===== config.mk =====
export PLATFORM = sky130hd
export DESIGN_NAME = div_seq_flat
export DESIGN_NICKNAME = d
export VERILOG_FILES = /design/src/rtl/div_seq_if.sv /design/src/rtl/div_seq.sv /design/src/flat_wrapper.sv
export SDC_FILE = /design/constraint.sdc
export NUM_CORES = 1
export LEC_CHECK = 0
export ABC_AREA = 1
export CAP_MARGIN = 20
export CORE_MARGIN = 2
export CORE_UTILIZATION = 45
export CTS_CLUSTER_SIZE = 28
export DETAILED_ROUTE_END_ITERATION = 8
export DONT_BUFFER_PORTS = 1
export GPL_ROUTABILITY_DRIVEN = 0
export HOLD_SLACK_MARGIN = 0.15
export PLACE_DENSITY = 0.7
export SETUP_SLACK_MARGIN = 0.1
export SYNTH_ARGS = -nofsm -noshare
export SYNTH_HDL_FRONTEND = slang
export SYNTH_SLANG_ARGS = --single-unit

===== constraint.sdc =====
create_clock -name clk -period 3.55 [get_ports clk]
set_input_delay 0.71 -clock clk [delete_from_list [all_inputs] [get_ports clk]]
set_output_delay 0.71 -clock clk [all_outputs]
set_load 0.005 [all_outputs]

===== src/rtl/div_seq_if.sv =====
// div_seq_if: EX-stage <-> divider handshake bundle.
//   master (EX):      drives signed_div_i, opdata1_i, opdata2_i, start_i, annul_i
//   slave (divider):  drives result_o {hi, lo}, ready_o, busy_o
interface div_seq_if #(
  parameter int unsigned DATA_W = 32
);
  logic                  signed_div_i;
  logic [DATA_W-1:0]     opdata1_i;
  logic [DATA_W-1:0]     opdata2_i;
  logic                  start_i;
  logic                  annul_i;
  logic [2*DATA_W-1:0]   result_o;
  logic                  ready_o;
  logic                  busy_o;

  modport master (
    output signed_div_i, opdata1_i, opdata2_i, start_i, annul_i,
    input  result_o, ready_o, busy_o
  );

  modport slave (
    input  signed_div_i, opdata1_i, opdata2_i, start_i, annul_i,
    output result_o, ready_o, busy_o
  );
endinterface


===== src/rtl/div_seq.sv =====
// div_seq: multi-cycle radix-2 restoring divider for DIV/DIVU.
//   clk  : clock, rising edge
//   rst  : asynchronous active-low reset
//   bus  : div_seq_if.slave (operands, start/annul in; result {rem, quo}, ready, busy out)
// Optional feature macro DIV_EARLY_OUT_EN: when |dividend| < |divisor| the
// iterations are skipped and the fixup happens on the edge after acceptance.
module div_seq #(
  parameter int unsigned DATA_W = 32,
  parameter int unsigned CNT_W  = 6
) (
  input  logic       clk,
  input  logic       rst,
  div_seq_if.slave   bus
);

  localparam int unsigned TRIAL_W = DATA_W + 1;
  localparam logic [CNT_W-1:0] CNT_LAST = CNT_W'(DATA_W);

  typedef enum logic [1:0] {
    S_FREE   = 2'd0,
    S_BYZERO = 2'd1,
    S_ON     = 2'd2,
    S_END    = 2'd3
  } state_t;

  state_t              state;
  logic [CNT_W-1:0]    cnt;
  logic [DATA_W-1:0]   quo;
  logic [DATA_W-1:0]   rem;
  logic [DATA_W-1:0]   divisor;
  logic                neg_quo;
  logic                neg_rem;
  logic [2*DATA_W-1:0] result;
  logic                ready;

  logic [DATA_W-1:0]   abs1_c;
  logic [DATA_W-1:0]   abs2_c;
  logic [TRIAL_W-1:0]  trial_c;
  logic [DATA_W-1:0]   quo_fix_c;
  logic [DATA_W-1:0]   rem_fix_c;

  // Operand magnitudes, next trial subtraction and sign fixup
  always_comb begin
    abs1_c    = (bus.signed_div_i && bus.opdata1_i[DATA_W-1]) ?
                DATA_W'(DATA_W'(0) - bus.opdata1_i) : bus.opdata1_i;
    abs2_c    = (bus.signed_div_i && bus.opdata2_i[DATA_W-1]) ?
                DATA_W'(DATA_W'(0) - bus.opdata2_i) : bus.opdata2_i;
    trial_c   = TRIAL_W'({rem, quo[DATA_W-1]}) - TRIAL_W'({1'b0, divisor});
    quo_fix_c = neg_quo ? DATA_W'(DATA_W'(0) - quo) : quo;
    rem_fix_c = neg_rem ? DATA_W'(DATA_W'(0) - rem) : rem;
  end

  // Sequencer and datapath registers
  always_ff @(posedge clk or negedge rst) begin
    if (!rst) begin
      state   <= S_FREE;
      cnt     <= '0;
      quo     <= '0;
      rem     <= '0;
      divisor <= '0;
      neg_quo <= 1'b0;
      neg_rem <= 1'b0;
      result  <= '0;
      ready   <= 1'b0;
    end else begin
      case (state)
        S_FREE: begin
          result <= '0;
          ready  <= 1'b0;
          if (bus.start_i && !bus.annul_i) begin
            neg_quo <= bus.signed_div_i &
                       (bus.opdata1_i[DATA_W-1] ^ bus.opdata2_i[DATA_W-1]);
            neg_rem <= bus.signed_div_i & bus.opdata1_i[DATA_W-1];
            if (bus.opdata2_i == '0) begin
              state <= S_BYZERO;
            end else begin
              state   <= S_ON;
              divisor <= abs2_c;
`ifdef DIV_EARLY_OUT_EN
              // Quotient is trivially zero; go straight to fixup
              if (abs1_c < abs2_c) begin
                quo <= '0;
                rem <= abs1_c;
                cnt <= CNT_LAST;
              end else begin
                quo <= abs1_c;
                rem <= '0;
                cnt <= '0;
              end
`else
              quo <= abs1_c;
              rem <= '0;
              cnt <= '0;
`endif
            end
          end
        end

        S_BYZERO: begin
          result <= '0;
          ready  <= 1'b1;
          state  <= S_END;
        end

        S_ON: begin
          if (bus.annul_i) begin
            result <= '0;
            ready  <= 1'b0;
            state  <= S_FREE;
          end else if (cnt != CNT_LAST) begin
            // quo doubles as the dividend shift register
            if (!trial_c[TRIAL_W-1]) begin
              rem <= trial_c[DATA_W-1:0];
              quo <= {quo[DATA_W-2:0], 1'b1};
            end else begin
              rem <= {rem[DATA_W-2:0], quo[DATA_W-1]};
              quo <= {quo[DATA_W-2:0], 1'b0};
            end
            cnt <= cnt + CNT_W'(1);
          end else begin
            result <= {rem_fix_c, quo_fix_c};
            ready  <= 1'b1;
            state  <= S_END;
          end
        end

        S_END: begin
          if (!bus.start_i || bus.annul_i) begin
            result <= '0;
            ready  <= 1'b0;
            state  <= S_FREE;
          end
        end

        default: begin
          state <= S_FREE;
        end
      endcase
    end
  end

  assign bus.result_o = result;
  assign bus.ready_o  = ready;
  assign bus.busy_o   = (state == S_BYZERO) || (state == S_ON);

endmodule


===== src/flat_wrapper.sv =====
// flat-port wrapper written by rule: the top's interface ports become plain ports
module div_seq_flat 
#(
  parameter int unsigned DATA_W = 32,
  parameter int unsigned CNT_W  = 6
)
  (clk, rst, bus_signed_div_i, bus_opdata1_i, bus_opdata2_i, bus_start_i, bus_annul_i, bus_result_o, bus_ready_o, bus_busy_o);
  div_seq_if #(.DATA_W(DATA_W)) bus_i ();
  input  logic clk;
  input  logic rst;
  input wire logic [$bits(bus_i.signed_div_i)-1:0] bus_signed_div_i;
  input wire logic [$bits(bus_i.opdata1_i)-1:0] bus_opdata1_i;
  input wire logic [$bits(bus_i.opdata2_i)-1:0] bus_opdata2_i;
  input wire logic [$bits(bus_i.start_i)-1:0] bus_start_i;
  input wire logic [$bits(bus_i.annul_i)-1:0] bus_annul_i;
  output wire logic [$bits(bus_i.result_o)-1:0] bus_result_o;
  output wire logic [$bits(bus_i.ready_o)-1:0] bus_ready_o;
  output wire logic [$bits(bus_i.busy_o)-1:0] bus_busy_o;
  assign bus_i.signed_div_i = bus_signed_div_i;
  assign bus_i.opdata1_i = bus_opdata1_i;
  assign bus_i.opdata2_i = bus_opdata2_i;
  assign bus_i.start_i = bus_start_i;
  assign bus_i.annul_i = bus_annul_i;
  assign bus_result_o = bus_i.result_o;
  assign bus_ready_o = bus_i.ready_o;
  assign bus_busy_o = bus_i.busy_o;
  div_seq #(.DATA_W(DATA_W), .CNT_W(CNT_W)) u_core (.clk(clk), .rst(rst), .bus(bus_i));
endmodule

* Yosys cells after proc, flatten, opt, wreduce, memory -nomap -nowiden
Index checks and enable logic that the tools add are counted.
Operators by class: bitwise operators 4, eq/ne operators 10, $add $sub $neg 6, multiplexer cells 35, reduce and logical (&&, ||, !) cells 16
Operators by type and width (count):
- two-way mux 32 bit | 13
- two-way mux 64 bit | 3
- case mux 64 bit (3 select lines) | 1
- case mux 32 bit (2 select lines) | 2
- subtractor 1 x 32 -> 32 bit (first input constant) | 4
- subtractor 33 x 32 -> 33 bit | 1
- logical NOT 32 bit | 1
- two-way mux 6 bit | 4
- case mux 6 bit (2 select lines) | 1
- two-way mux 2 bit | 5
- case mux 2 bit (4 select lines) | 1
- adder 6 x 1 -> 6 bit (second input constant) | 1
- != test 2 x 1 -> 1 bit (second input constant) | 3
- != test 6 bit (second input constant) | 1
- AND reduction 3 bit | 2
- AND reduction 5 bit | 1
- == test 2 bit (second input constant) | 2
- two-way mux 1 bit | 4
- != test 2 bit (second input constant) | 2
- case mux 1 bit (4 select lines) | 1
- AND reduction 2 bit | 2
- logical AND 1 bit | 3
- != test 3 bit (second input constant) | 1
- bitwise AND 1 bit | 2
- other kinds (8) | 10
Storage, ports and cells: word-level logic and storage cells 80, register bits 171, input port bits 69, output and inout bits 66

* Depth between registers and ports, before layout
depth in word-level cells 5, gate-level depth with buffers 18, mapped depth without buffers 17

* Least setup slack after synthesis
Ideal clock, no wire load.
path kind reg2reg, start register u_core.quo[31], end register u_core.rem[23], buffers on the path 2, cell stages (with the launch flop) 18, arrival 2.140 ns, required time 3.433 ns, period minus slack after synthesis 2.258 ns, setup time 0.117 ns, path slack 1.292 ns, cell sequence dfrtp_1 inv_1 ha_1 fa_1 inv_1 nand2_1 nand2_1 nand3_1 nand2_1 nand2_1 nand2_1 nand2_1 nand3_1 buf_4 buf_4 nand3_1 nand3_1 nand2_1
Between the ends: word-level cells in the longest chain between the ends 5
Ends and longest elaborated chain:
- start: declaration | RTL line div_seq.sv:28 | logic [DATA_W-1:0] quo;
- start signal: assignment | RTL line div_seq.sv:91 | quo <= abs1_c;
- start signal: assignment | RTL line div_seq.sv:114 | quo <= {quo[DATA_W-2:0], 1'b1};
- start signal: assignment | RTL line div_seq.sv:117 | quo <= {quo[DATA_W-2:0], 1'b0};
- subtractor 33 x 32 -> 33 bit | RTL line div_seq.sv:48 | trial_c = TRIAL_W'({rem, quo[DATA_W-1]}) - TRIAL_W'({1'b0, divisor});
- two-way mux 32 bit | RTL line div_seq.sv:112 | if (!trial_c[TRIAL_W-1]) begin
- two-way mux 32 bit | RTL line div_seq.sv:110 | end else if (cnt != CNT_LAST) begin
- two-way mux 32 bit | RTL line div_seq.sv:106 | if (bus.annul_i) begin
- case mux 32 bit (2 select lines) | RTL line div_seq.sv:66 | case (state)
- end signal: assignment | RTL line div_seq.sv:113 | rem <= trial_c[DATA_W-1:0];
- end signal: assignment | RTL line div_seq.sv:116 | rem <= {rem[DATA_W-2:0], quo[DATA_W-1]};
- end: declaration | RTL line div_seq.sv:29 | logic [DATA_W-1:0] rem;
Every way passes these cells. The select of a mux whose other input is x is not followed. A chain may end at the register's enable or synchronous reset.

* Worst setup path in the final report
start register u_core.divisor[19], end register u_core.rem[15]
Between the ends: word-level cells in the longest chain between the ends 5
Ends and longest elaborated chain:
- start: declaration | RTL line div_seq.sv:30 | logic [DATA_W-1:0] divisor;
- start signal: assignment | RTL line div_seq.sv:78 | divisor <= abs2_c;
- subtractor 33 x 32 -> 33 bit | RTL line div_seq.sv:48
- two-way mux 32 bit | RTL line div_seq.sv:112
- two-way mux 32 bit | RTL line div_seq.sv:110
- two-way mux 32 bit | RTL line div_seq.sv:106
- case mux 32 bit (2 select lines) | RTL line div_seq.sv:66
Every way passes these cells. The select of a mux whose other input is x is not followed.

==> flow_summary.html <==
<table>
<tr><th>Metric</th><th>Value</th></tr>
<tr><th colspan="2">Run status</th></tr>
<tr><td>Violated checks</td><td>negative hold slack</td></tr>
<tr><td>Status</td><td>finished with violations</td></tr>
<tr><th colspan="2">Die</th></tr>
<tr><td>Placeable core region</td><td>between 20000 and 30000 µm²</td></tr>
<tr><td>Chip width</td><td>174 µm</td></tr>
<tr><td>Starting Density</td><td>roughly 46%</td></tr>
<tr><td>Number of placement rows</td><td>62</td></tr>
<tr><td>Die outline area</td><td>a little over 30000 µm²</td></tr>
<tr><td>Die Ht</td><td>roughly 170 µm</td></tr>
<tr><td>Top Ports</td><td>roughly 140</td></tr>
<tr><th colspan="2">Global routing</th></tr>
<tr><td>Pin count of the biggest net entering global routing</td><td>between 150 and 200</td></tr>
<tr><td>All-layer global routing usage</td><td>between 20% and 30%</td></tr>
<tr><td>Number of global-route vias before repair</td><td>roughly 12000</td></tr>
<tr><td>Antenna violations before repair</td><td>0</td></tr>
<tr><td>Global route total overflow</td><td>0</td></tr>
<tr><td>Global-route wire length before repair</td><td>65.2 mm</td></tr>
<tr><th colspan="2">Critical path</th></tr>
<tr><td>Depth of the worst register-to-register path</td><td>15</td></tr>
<tr><td>Crit-path max cell delay</td><td>between 0.3 and 0.4 ns</td></tr>
<tr><td>Critical Path, Cell by Cell</td><td>inv_1, ha_1, nand2_1, inv_1, nand2_1, nand2_1, nand2_1, nand2_1, a21oi_1, nand3_1, nand2_1, buf_4, nand2_1, nand3_1, nand2_1</td></tr>
<tr><td>Crit path buffers/inverters</td><td>3</td></tr>
<tr><td>R2R setup slack</td><td>between 0.6 and 0.7 ns</td></tr>
<tr><td>Critical Setup Path Class</td><td>flip-flop to flip-flop</td></tr>
<tr><td>CP Capture Type</td><td>flip-flop</td></tr>
<tr><td>Element type at the critical path start</td><td>flip-flop</td></tr>
<tr><td>Launch instance of the worst register-to-register path</td><td>u_core.divisor[19]</td></tr>
<tr><td>Reg2Reg Capture Point</td><td>u_core.rem[15]</td></tr>
<tr><td>Slowest library cell on the worst path</td><td>sky130_fd_sc_hd__dfrtp_1</td></tr>
<tr><td>Family of cells with the greatest summed delay on the critical path</td><td>simple AND/OR/NAND/NOR gates</td></tr>
<tr><td>Critical path's most frequent cell</td><td>sky130_fd_sc_hd__nand2_1</td></tr>
<tr><td>Required time of the worst setup path</td><td>3.90 ns</td></tr>
<tr><td>Critical path data arrival time</td><td>~3.2 ns</td></tr>
<tr><td>Highest net fanout along the worst path</td><td>22</td></tr>
<tr><th colspan="2">Placed design</th></tr>
<tr><td>Port Buf Inserts</td><td>0</td></tr>
<tr><td>DPL Wire Length</td><td>between 30 and 40 mm</td></tr>
<tr><td>Total placed cells including tap cells</td><td>between 2000 and 2500</td></tr>
<tr><td>DP Area</td><td>between 10000 and 15000 µm²</td></tr>
<tr><th colspan="2">Route</th></tr>
<tr><td>Total DRC errors in the routed layout</td><td>0</td></tr>
<tr><td>Number of routed nets with antenna violations</td><td>0</td></tr>
<tr><td>Initial detailed-routing violation count</td><td>1513</td></tr>
<tr><td>Total via count in the routed design</td><td>roughly 13000</td></tr>
<tr><td>Total wirelength of the detailed-routed design</td><td>about 40 mm</td></tr>
<tr><td>Vias/cell</td><td>between 5 and 6</td></tr>
<tr><td>First drt pass iteration count</td><td>8</td></tr>
<tr><td>Routed wirelength normalized by instance count</td><td>around 16 µm</td></tr>
<tr><th colspan="2">CTS</th></tr>
<tr><td>Clock buffer count from CTS</td><td>17</td></tr>
<tr><td>TritonCTS clock tree</td><td>yes</td></tr>
<tr><td>Clk Latency, worst-skew pair</td><td>about 0.45 ns</td></tr>
<tr><td>Buffer levels on the longest clock path</td><td>2</td></tr>
<tr><td>CTS H-tree lvls</td><td>4</td></tr>
<tr><td>Number of sinks on the clock net</td><td>around 170</td></tr>
<tr><td>Resized cells post-CTS</td><td>0</td></tr>
<tr><td>Clock transition at the registers of the reported paths</td><td>~0.08 ns</td></tr>
<tr><td>Clock tree root buffer cell</td><td>sky130_fd_sc_hd__clkbuf_16</td></tr>
<tr><td>Post-CTS Setup Inserts</td><td>0</td></tr>
<tr><th colspan="2">Timing</th></tr>
<tr><td>Max-slew violation count</td><td>0</td></tr>
<tr><td>Endpoints failing setup</td><td>0</td></tr>
<tr><td>Period Utilization, post-route</td><td>81.6%</td></tr>
<tr><td>Setup repair after global routing missed its margin</td><td>no</td></tr>
<tr><td>Highest achievable clock rate</td><td>~350 MHz</td></tr>
<tr><td>TNS Setup</td><td>0 ns</td></tr>
<tr><td>Slew at the pin with the worst max-slew slack</td><td>about 0.93 ns</td></tr>
<tr><td>Final hold violation count</td><td>35</td></tr>
<tr><td>Skew final</td><td>between 0.015 and 0.02 ns</td></tr>
<tr><td>Hold WS</td><td>-0.0415 ns</td></tr>
<tr><td>Worst max-slew margin expressed relative to the limit</td><td>~38%</td></tr>
<tr><td>Period minus WS final</td><td>roughly 2.9 ns</td></tr>
<tr><th colspan="2">Synthesis</th></tr>
<tr><td>Average size of a mapped cell</td><td>roughly 6.3 µm²</td></tr>
<tr><td>Most frequent cell after synthesis</td><td>sky130_fd_sc_hd__nand2_1</td></tr>
<tr><td>Top-area cell type share of the netlist area</td><td>between 30% and 40%</td></tr>
<tr><td>Post-synthesis async set-or-reset flop share</td><td>between 90% and 100%</td></tr>
<tr><td>Post-synthesis register bit count</td><td>~170</td></tr>
<tr><td>Synth Cell Area</td><td>approximately 13000 µm²</td></tr>
<tr><td>Synth Net Count</td><td>2185</td></tr>
<tr><td>Number of standard cells after synthesis</td><td>roughly 2100</td></tr>
<tr><td>Cells taking the most area after synthesis</td><td>sky130_fd_sc_hd__dfrtp_1, sky130_fd_sc_hd__nand2_1, sky130_fd_sc_hd__inv_1, sky130_fd_sc_hd__nand3_1, sky130_fd_sc_hd__o21ai_0</td></tr>
<tr><td>Post-synthesis sequential area ratio</td><td>32.7%</td></tr>
<tr><td>Yosys Warn Count</td><td>0</td></tr>
<tr><td>Number of enable flip-flop cells after synthesis</td><td>0</td></tr>
<tr><td>Leading post-synthesis cells by instance count</td><td>sky130_fd_sc_hd__nand2_1, sky130_fd_sc_hd__inv_1, sky130_fd_sc_hd__nand3_1</td></tr>
<tr><td>Cell type with the highest aggregate area in the netlist</td><td>sky130_fd_sc_hd__dfrtp_1</td></tr>
<tr><td>Distinct cell type count of the synthesized netlist</td><td>38</td></tr>
<tr><td>Most frequently used flop master after synthesis</td><td>sky130_fd_sc_hd__dfrtp_1</td></tr>
<tr><th colspan="2">Layout</th></tr>
<tr><td>Final Instance Area</td><td>about 14000 µm²</td></tr>
<tr><td>Layout Cells excl Fill</td><td>approximately 2400</td></tr>
<tr><td># diodes</td><td>0</td></tr>
<tr><td>Area growth from synthesis to final layout</td><td>6.94%</td></tr>
<tr><td>Final net count</td><td>approximately 2200</td></tr>
<tr><td>Layout cell share with drive strength beyond 1</td><td>2.96%</td></tr>
<tr><th colspan="2">Power and ir drop</th></tr>
<tr><td>Power per unit of standard cell area</td><td>approximately 660 nW/µm²</td></tr>
<tr><td>Pleak</td><td>7.48 nW</td></tr>
<tr><td>Worst ir drop on vdd</td><td>~0.00036 V</td></tr>
<tr><th colspan="2">Job</th></tr>
<tr><td>Number of max-capacitance violations reported</td><td>0</td></tr>
<tr><th colspan="2">Worst hold path</th></tr>
<tr><td>Worst hold-check path type</td><td>input pin to asynchronous set/reset pin</td></tr>
</table>
[per-stage QoR]
| step | total power (W) | setup slack, ns | hold slack (ns) | utilization [%] |
|---|---|---|---|---|
| finish | 0.00929 | 0.653 | -0.0415 | 48.9 |
| global route | 0.0100 | 0.428 | -0.0564 | 48.9 |
| CTS | 0.00922 | 0.700 | -0.0528 | 48.9 |
| detailed placement | 0.00734 | 0.635 | 0.434 | 46.9 |
| global placement | 0.00725 | 0.714 | 0.430 | 46.8 |
| floorplan | 0.00609 | 1.29 | 0.414 | - |
[report_power, final]
| group | switching [W] | internal [W] |
|---|---|---|
| logic | 0.00311 | 0.00132 |
| clock network | 0.000929 | 0.000937 |
| registers | 0.000512 | 0.00248 |
| total | 0.00455 | 0.00473 |
[kinds of logic (layout without fill, tap and decap cells)]
family	Yosys count	count (layout)	share of synthesized area [%]
and+or+nand+nor	1184	1184	37.4
AOI/OAI and AO/OA	251	251	10.3
muxes	1	1	0.0765
DFF	171	171	32.7
buffers and inverters	349	335	10.4
xor gates and xnor gates	74	74	4.96
adders and majority gates	43	43	4.17
[placed cells by master, fill, tap and decap left out, types with 12 or more instances in the layout]
cell type	n
sky130_fd_sc_hd__a21oi_1	59
sky130_fd_sc_hd__buf_4	12
sky130_fd_sc_hd__clkbuf_16	17
sky130_fd_sc_hd__dfrtp_1	171
sky130_fd_sc_hd__ha_1	42
sky130_fd_sc_hd__inv_1	283
sky130_fd_sc_hd__nand2_1	733
sky130_fd_sc_hd__nand3_1	191
sky130_fd_sc_hd__nand3b_1	12
sky130_fd_sc_hd__nand4_1	26
sky130_fd_sc_hd__nor2_1	164
sky130_fd_sc_hd__nor3_1	40
sky130_fd_sc_hd__o21ai_0	139
sky130_fd_sc_hd__o21ai_1	18
sky130_fd_sc_hd__o31ai_1	12
sky130_fd_sc_hd__xnor2_1	21
sky130_fd_sc_hd__xor2_1	53
[sequential cells by signal (all words and copies together), names as in the netlist]
name                 flops
u_core.state             2
u_core.quo              32
u_core.bus.ready_o       1
u_core.neg_quo           1
u_core.neg_rem           1
u_core.rem              32
u_core.bus.result_o     64
u_core.divisor          32
u_core.cnt               6
[metal layers]
metal	global-route usage, %	wire, µm
met1	37.2	17300
met3	4.97	3640
met4	11.4	1650
met2	40.8	17600
met5	0	0
[how the worst max path moves through the flow]
| stage | startpoint | slack (ns) | endpoint | depth (start not counted) |
|---|---|---|---|---|
| CTS | u_core.rem[17] | 0.70 | u_core.rem[15] | 14 |
| finish | u_core.divisor[19] | 0.65 | u_core.rem[15] | 15 |
| global placement | bus_opdata2_i[0] | 0.71 | u_core.quo[21] | 12 |
| floorplan | u_core.quo[31] | 1.29 | u_core.rem[23] | 17 |
| detailed placement | bus_opdata2_i[0] | 0.64 | u_core.quo[10] | 12 |
| global route | u_core.quo[31] | 0.43 | u_core.rem[15] | 18 |
[layout make-up]
| cell class | count | area [µm²] |
|---|---|---|
| Timing Repair Buffer | 13 | 110 |
| Clock buffer | 18 | 429 |
| Multi-Input combinational cell | 1553 | 7450 |
| Fill cell | 2916 | 14600 |
| Inverter | 290 | 1090 |
| Clock inverter | 14 | 148 |
| Sequential cell | 171 | 4280 |
| Tap cell | 384 | 480 |
Power figures use the tool's default switching activity.
